$ cat src/rtl/snax_shell_csr_launcher_pkg.sv
// snax_shell_pkg: shared types and constants for SNAX shell launch logic
package snax_shell_pkg;
  typedef enum logic {IDLE, BUSY} launch_state_e;
  localparam int RoPerfIdx   = 0;
  localparam int RoBusyIdx   = 1;
  localparam int RoLaunchIdx = 2;
  localparam int MaxNumCtrl  = 8;
endpackage

$ cat src/rtl/snax_shell_csr_launcher_if.sv
// snax_shell_csr_launcher_if: per-sub-controller config handshake bundle
interface snax_shell_csr_launcher_if #(
  parameter int NumCtrl  = 2,
  parameter int CfgWidth = 320
);
  logic [NumCtrl-1:0]  valid;
  logic [NumCtrl-1:0]  ready;
  logic [NumCtrl-1:0]  busy;
  logic [CfgWidth-1:0] cfg;
  modport master (output valid, cfg, input ready, busy);
  modport slave  (input valid, cfg, output ready, busy);
endinterface

$ cat src/rtl/snax_shell_csr_launcher_perf_counter.sv
// snax_shell_perf_counter: saturating counter with synchronous clear and enable
module snax_shell_perf_counter #(
  parameter int Width = 32
) (
  input  logic             clk_i,
  input  logic             rst_ni,
  input  logic             clr_i,
  input  logic             en_i,
  output logic [Width-1:0] cnt_o
);
  logic [Width-1:0] cnt_q, cnt_d;
  assign cnt_d = clr_i ? '0 : (en_i && !(&cnt_q)) ? cnt_q + 1'b1 : cnt_q;
  always_ff @(posedge clk_i or negedge rst_ni)
    if (!rst_ni) cnt_q <= '0;
    else cnt_q <= cnt_d;
  assign cnt_o = cnt_q;
endmodule

$ cat src/rtl/snax_shell_csr_launcher.sv
// snax_shell_csr_launcher: per-controller CSR launch join with busy tracking and perf counter.
// Define SNAX_SHELL_LAUNCH_CNT_EN to expose an accepted-launch counter on RO CSR 2.
module snax_shell_csr_launcher
  import snax_shell_pkg::*;
#(
  parameter int NumCtrl      = 2,
  parameter int RegRWCount   = 10,
  parameter int RegROCount   = 2,
  parameter int RegDataWidth = 32,
  parameter int EnableIdx    = RegRWCount - 1,
  parameter int CounterWidth = 32
) (
  input  logic                               clk_i,
  input  logic                               rst_ni,
  input  logic [RegRWCount*RegDataWidth-1:0] csr_reg_set_i,
  input  logic                               csr_reg_set_valid_i,
  output logic                               csr_reg_set_ready_o,
  output logic [RegROCount*RegDataWidth-1:0] csr_reg_ro_set_o,
  snax_shell_csr_launcher_if.master          ctrl
);
  logic [NumCtrl-1:0] en, done_q, done_d, fire;
  logic accept, grace_q, busy;
  launch_state_e state_q;
  logic [CounterWidth-1:0] perf;
  logic [RegDataWidth-1:0] launch_cnt;
  assign en = csr_reg_set_i[EnableIdx*RegDataWidth +: NumCtrl];
  assign ctrl.valid = {NumCtrl{csr_reg_set_valid_i}} & en & ~done_q;
  assign ctrl.cfg = csr_reg_set_i;
  assign fire = ctrl.valid & ctrl.ready;
  assign csr_reg_set_ready_o = csr_reg_set_valid_i & (&(~en | done_q | fire));
  assign accept = csr_reg_set_ready_o;
  assign done_d = accept ? '0 : done_q | fire;
  assign busy = (state_q == BUSY) | (|ctrl.busy);
  // grace_q blocks the BUSY exit in the cycle right after acceptance
  always_ff @(posedge clk_i or negedge rst_ni)
    if (!rst_ni) begin
      state_q <= IDLE;
      grace_q <= 1'b0;
      done_q  <= '0;
    end else begin
      done_q  <= done_d;
      grace_q <= accept;
      if (accept) state_q <= BUSY;
      else if (state_q == BUSY && !grace_q && !(|ctrl.busy) && !csr_reg_set_valid_i) state_q <= IDLE;
    end
  snax_shell_perf_counter #(.Width(CounterWidth)) i_perf (
    .clk_i  (clk_i),
    .rst_ni (rst_ni),
    .clr_i  (accept),
    .en_i   (state_q == BUSY),
    .cnt_o  (perf)
  );
`ifdef SNAX_SHELL_LAUNCH_CNT_EN
  logic [RegDataWidth-1:0] launch_cnt_q;
  always_ff @(posedge clk_i or negedge rst_ni)
    if (!rst_ni) launch_cnt_q <= '0;
    else if (accept) launch_cnt_q <= launch_cnt_q + 1'b1;
  assign launch_cnt = launch_cnt_q;
`else
  assign launch_cnt = '0;
`endif
  for (genvar r = 0; r < RegROCount; r++) begin : g_ro
    assign csr_reg_ro_set_o[r*RegDataWidth +: RegDataWidth] =
      r == RoPerfIdx   ? RegDataWidth'(perf) :
      r == RoBusyIdx   ? RegDataWidth'(busy) :
      r == RoLaunchIdx ? launch_cnt : '0;
  end
endmodule

$ cat src/flat_wrapper.sv
// flat-port wrapper written by rule: the top's interface ports become plain ports
module snax_shell_csr_launcher_flat import snax_shell_pkg::*;
#(
  parameter int NumCtrl      = 2,
  parameter int RegRWCount   = 10,
  parameter int RegROCount   = 2,
  parameter int RegDataWidth = 32,
  parameter int EnableIdx    = RegRWCount - 1,
  parameter int CounterWidth = 32
)
  (clk_i, rst_ni, csr_reg_set_i, csr_reg_set_valid_i, csr_reg_set_ready_o, csr_reg_ro_set_o, ctrl_valid, ctrl_cfg, ctrl_ready, ctrl_busy);
  snax_shell_csr_launcher_if #(.NumCtrl(NumCtrl), .CfgWidth((10)*(32))) ctrl_i ();
  input  logic clk_i;
  input  logic rst_ni;
  input  logic [RegRWCount*RegDataWidth-1:0] csr_reg_set_i;
  input  logic csr_reg_set_valid_i;
  output logic csr_reg_set_ready_o;
  output logic [RegROCount*RegDataWidth-1:0] csr_reg_ro_set_o;
  output wire logic [$bits(ctrl_i.valid)-1:0] ctrl_valid;
  output wire logic [$bits(ctrl_i.cfg)-1:0] ctrl_cfg;
  input wire logic [$bits(ctrl_i.ready)-1:0] ctrl_ready;
  input wire logic [$bits(ctrl_i.busy)-1:0] ctrl_busy;
  assign ctrl_valid = ctrl_i.valid;
  assign ctrl_cfg = ctrl_i.cfg;
  assign ctrl_i.ready = ctrl_ready;
  assign ctrl_i.busy = ctrl_busy;
  snax_shell_csr_launcher #(.NumCtrl(NumCtrl), .RegRWCount(RegRWCount), .RegROCount(RegROCount), .RegDataWidth(RegDataWidth), .EnableIdx(EnableIdx), .CounterWidth(CounterWidth)) u_core (.clk_i(clk_i), .rst_ni(rst_ni), .csr_reg_set_i(csr_reg_set_i), .csr_reg_set_valid_i(csr_reg_set_valid_i), .csr_reg_set_ready_o(csr_reg_set_ready_o), .csr_reg_ro_set_o(csr_reg_ro_set_o), .ctrl(ctrl_i));
endmodule
$ cat config.mk
export PLATFORM = sky130hd
export DESIGN_NAME = snax_shell_csr_launcher_flat
export DESIGN_NICKNAME = d
export VERILOG_FILES = /design/src/rtl/snax_shell_csr_launcher_pkg.sv /design/src/rtl/snax_shell_csr_launcher_if.sv /design/src/rtl/snax_shell_csr_launcher_perf_counter.sv /design/src/rtl/snax_shell_csr_launcher.sv /design/src/flat_wrapper.sv
export SDC_FILE = /design/constraint.sdc
export NUM_CORES = 1
export LEC_CHECK = 0
export CAP_MARGIN = 20
export CORE_AREA = 2 2 280 282
export DETAILED_ROUTE_END_ITERATION = 12
export DIE_AREA = 0 0 282 284
export HOLD_SLACK_MARGIN = 0.06
export PLACE_DENSITY = 0.41
export SLEW_MARGIN = 20
export SYNTH_ARGS = -nofsm -noshare
export SYNTH_HDL_FRONTEND = slang
export SYNTH_SLANG_ARGS = --single-unit
$ cat constraint.sdc
create_clock -name clk_i -period 2.1 [get_ports clk_i]
set_input_delay 0.21 -clock clk_i [delete_from_list [all_inputs] [get_ports clk_i]]
set_output_delay 0.21 -clock clk_i [all_outputs]
set_load 0.02 [all_outputs]
==> results by group <==
Run status
  – Status: finished clean

Worst setup path
  – Critical Path Source Type: register
  – Crit path kind: reg -> out
  – CP arrival: 1.77 ns
  – CP most frequent cell: buf_4
  – Slowest stage cell, crit path: or3_1
  – CP cell instances: buf_4 -> or3_1 -> buf_4
  – Req. time, crit path: 1.89 ns
  – Crit. End Element: output pin
  – Slowest stage delay, CP: 0.61 ns
  – Critical-path maximum fanout: 11
  – Worst-case reg-to-reg path depth: 7
  – Reg-to-Reg Start: u_core.i_perf.cnt_o[0]$_DFFE_PN0P_
  – Worst R2R End: u_core.i_perf.cnt_o[1]$_DFFE_PN0P_
  – R2R setup slack: 0.13 ns

Final layout
  – Sequential cell area: 913 µm²
  – Finished layout cell area: 4590 µm²
  – # nets final: 682
  – FILL cells: 9,059
  – Post-route insts no fill: 1,395
  – Layout cells sized above 1: 27.6%
  – Area of the multi-input gates: 1200 µm²
  – Antenna Cells: 0
  – Layout area overhead: -1.29%

Clock network
  – Clock-pin slew on the worst setup and hold paths: 0.06 ns
  – Worst skew pair latency: 0.29 ns
  – CTS H-tree lvls: 2
  – Max clock buf depth: 2
  – Root buffer selected by CTS: clkbuf_16
  – CTS sink cnt: 36
  – CTS tree: built
  – Num CTS Buffers: 5

Floorplan
  – Die Wd: 282 µm
  – Die height: 284 µm
  – Die ar.: 80,100 µm²
  – Core footprint: 77,000 µm²
  – Top Ports: 714
  – Row count: 102
  – Starting Density: 6.04%

Drt
  – Post-route DRC: 0
  – Detailed Routing Iterations Pass 1: 4
  – Final WL: 19.2 mm
  – Antenna-violating nets left: 0
  – Via density: 1.98
  – DR WL met3: 3.07 mm
  – Vias: 2,767
  – Wire length on met2: 7.31 mm
  – Top Layer Used: met5
  – Routed len/inst: 13.8 µm
  – Number of DRC markers in iteration 0: 137
  – WL met1: 7.08 mm

Global routing
  – Vias in the first global route: 2,905
  – Initial antenna violation count: 2
  – Overall Global Routing Usage: 4.43%
  – Largest net degree at the start of global routing: 37
  – GR Overflow Total: 0
  – First-pass GRT wire length: 24.3 mm

Synth
  – Register area share after synthesis: 19.4%
  – Synth Register Bits: 36
  – Synth Cell Area: 4650 µm²
  – Ys flop type: dfrtp_1
  – Post-synth EDFFs: 0
  – Syn avg cell area: 8.26 µm²
  – Syn Inst Count: 563
  – Share of async-settable or async-resettable flops after synthesis: 100%
  – Synth Warn #: 0
  – Unique masters post-synth: 44

STA
  – Clk_skew: 0.00662 ns
  – Final max-slew violation count: 0
  – Final period util: 94.2%
  – Hold Vio Cnt, Final: 0
  – Actual slew at the worst max-slew pin: 0.546 ns
  – Final min period: 1.98 ns
  – FMAX: 0.506 GHz
  – Rel. slew slack: 63.5%
  – RSZ-0062 raised after global routing: false
  – # setup viols final: 0

Hold path
  – Hold WC Path Type: in -> async

Pwr
  – Peak supply drop: 0.251 mV
  – Leakage: 1.57 nW
  – Power Density: 446 nW/µm²

Placed design
  – Port bufs: 46
  – HPWL after DPL: 16.2 mm
  – DP Cell Count: 1,380
  – GPL Wtd Cong: 0.728
  – Placed cell areas: 4380 µm²

Job
  – # Max-Cap Violations: 0
cell usage in the layout (no fill, tap or decap), types with 3 or more instances in the layout:
master / netlist / routed
o21ai_0: 5 / 5
a211oi_1: 4 / 4
xor2_1: 9 / 9
or4_1: 6 / 5
conb_1: 1 / 31
nor4_1: 4 / 4
nor3_1: 3 / 3
clkdlybuf4s50_1: 0 / 42
nand4_4: 2 / 3
dfrtp_2: 0 / 10
a21oi_1: 9 / 8
buf_4: 352 / 65
dlymetal6s2s_1: 0 / 3
o211ai_1: 6 / 6
nand4_1: 8 / 8
a41o_1: 3 / 3
nand3_1: 12 / 12
a31oi_1: 3 / 3
buf_12: 0 / 3
nand2_1: 18 / 18
xnor2_1: 8 / 8
nor2_1: 33 / 33
or3_1: 4 / 4
nand2b_1: 3 / 3
dfrtp_1: 36 / 26
inv_1: 5 / 5
clkbuf_16: 0 / 5
cell usage after synthesis (all sizes together) (2+ instances only):
| cell | instances | area (µm²) |
|---|---|---|
| and4 | 2 | 17.5 |
| inv | 5 | 18.8 |
| buf | 356 | 2670 |
| a21oi | 9 | 45.0 |
| or3 | 5 | 32.5 |
| o21ai | 6 | 33.8 |
| nand3 | 12 | 60.1 |
| nand2 | 18 | 67.6 |
| and3 | 2 | 12.5 |
| a41o | 3 | 30.0 |
| nand2b | 3 | 18.8 |
| a211oi | 5 | 50.1 |
| o2111ai | 2 | 17.5 |
| xor2 | 9 | 78.8 |
| clkbuf | 3 | 11.3 |
| nor4 | 6 | 58.8 |
| nand4 | 11 | 105 |
| mux2i | 2 | 20.0 |
| nor3 | 3 | 15.0 |
| nor2 | 33 | 124 |
| o211ai | 6 | 45.0 |
| a31oi | 3 | 18.8 |
| xnor2 | 8 | 70.1 |
| dfrtp | 36 | 901 |
| or4 | 7 | 56.3 |
power by group:
| group | leakage, nW | internal [mW] | switching (mW) | total, mW |
|---|---|---|---|---|
| Clock | 0.0712 | 0.474 | 0.292 | 0.766 |
| Combinational | 1.03 | 0.206 | 0.296 | 0.503 |
| Sequential | 0.477 | 0.733 | 0.0447 | 0.778 |
| Total | 1.57 | 1.41 | 0.634 | 2.05 |
cell type report:
cell class,count,area share [%]
clock buffers,8,3.19
multi-input cells,193,26.2
inverters,5,0.409
flip-flops and latches,36,19.9
repair buffers,113,21.9
well taps,1040,28.3
kinds of logic (layout without fill, tap and decap cells):
family,after synthesis,in the layout,share of synthesized area [%]
compound gates,39,39,6.21
xor+xnor,17,17,3.20
fa+ha+maj,1,1,0.269
buf+inv,364,126,58.0
flops,36,36,19.4
mux,2,2,0.430
other cells,1,31,0.0806
simple gates,103,103,12.4
routing by layer:
| layer | global-route usage, % | vias to the layer above |
|---|---|---|
| li1 | - | 1035 |
| met1 | 4.95 | 1231 |
| met2 | 5.69 | 351 |
| met3 | 2.83 | 148 |
| met4 | 3.74 | 2 |
| met5 | 0.549 | - |
worst max-delay path by stage:
stage / startpoint / to / slack (ns) / cells after the start
detailed placement: csr_reg_set_i[289] / u_core.i_perf.cnt_o[3]$_DFFE_PN0P_ / -0.02 / 8
global route: u_core.i_perf.cnt_o[26]$_DFFE_PN0P_ / u_core.i_perf.cnt_o[16]$_DFFE_PN0P_ / 0.03 / 7
floorplan: u_core.i_perf.cnt_o[0]$_DFFE_PN0P_ / u_core.i_perf.cnt_o[9]$_DFFE_PN0P_ / 0.01 / 7
CTS: u_core.i_perf.cnt_o[2]$_DFFE_PN0P_ / u_core.i_perf.cnt_o[25]$_DFFE_PN0P_ / 0.002 / 6
finish: u_core.state_q$_DFFE_PN0P_ / csr_reg_ro_set_o[32] / 0.12 / 3
global placement: csr_reg_set_i[289] / u_core.i_perf.cnt_o[28]$_DFFE_PN0P_ / -0.05 / 8
what timing repair did:
item                                    4_1_cts  5_1_grt
pin swaps                                     2        3
gates cloned                                  0        0
resized for setup                             0        5
endpoints found under the setup margin        6       19
buffers inserted                              2        5
hold buffers                                  0        0
per-stage QoR:
stage | total power [mW] | utilization [%] | setup TNS (ns) | setup slack, ns | hold slack (ns)
after floorplan | 1.92 | - | 0 | 0.0143 | -0.0856
after global placement | 1.25 | 5.69 | -0.133 | -0.0456 | 0.420
after detailed placement | 1.26 | 5.69 | -0.0460 | -0.0177 | 0.420
after CTS | 2.03 | 5.90 | 0 | 0.00165 | 0.382
after global routing | 2.14 | 5.97 | 0 | 0.0347 | 0.414
final | 2.05 | 5.97 | 0 | 0.123 | 0.363
state kept, by name (all words and copies together) (netlist names):
register and flops:
u_core.grace_q 1, u_core.i_perf.cnt_o 32, u_core.state_q 1, u_core.done_q 2
critical path: cells and delay by family, from the launching register on:
family        cells  cell delay (ns)
simple gates      1             0.61
buf+inv           2             0.46
flops             1             0.40
No activity file was read; power rests on OpenSTA's default activity.
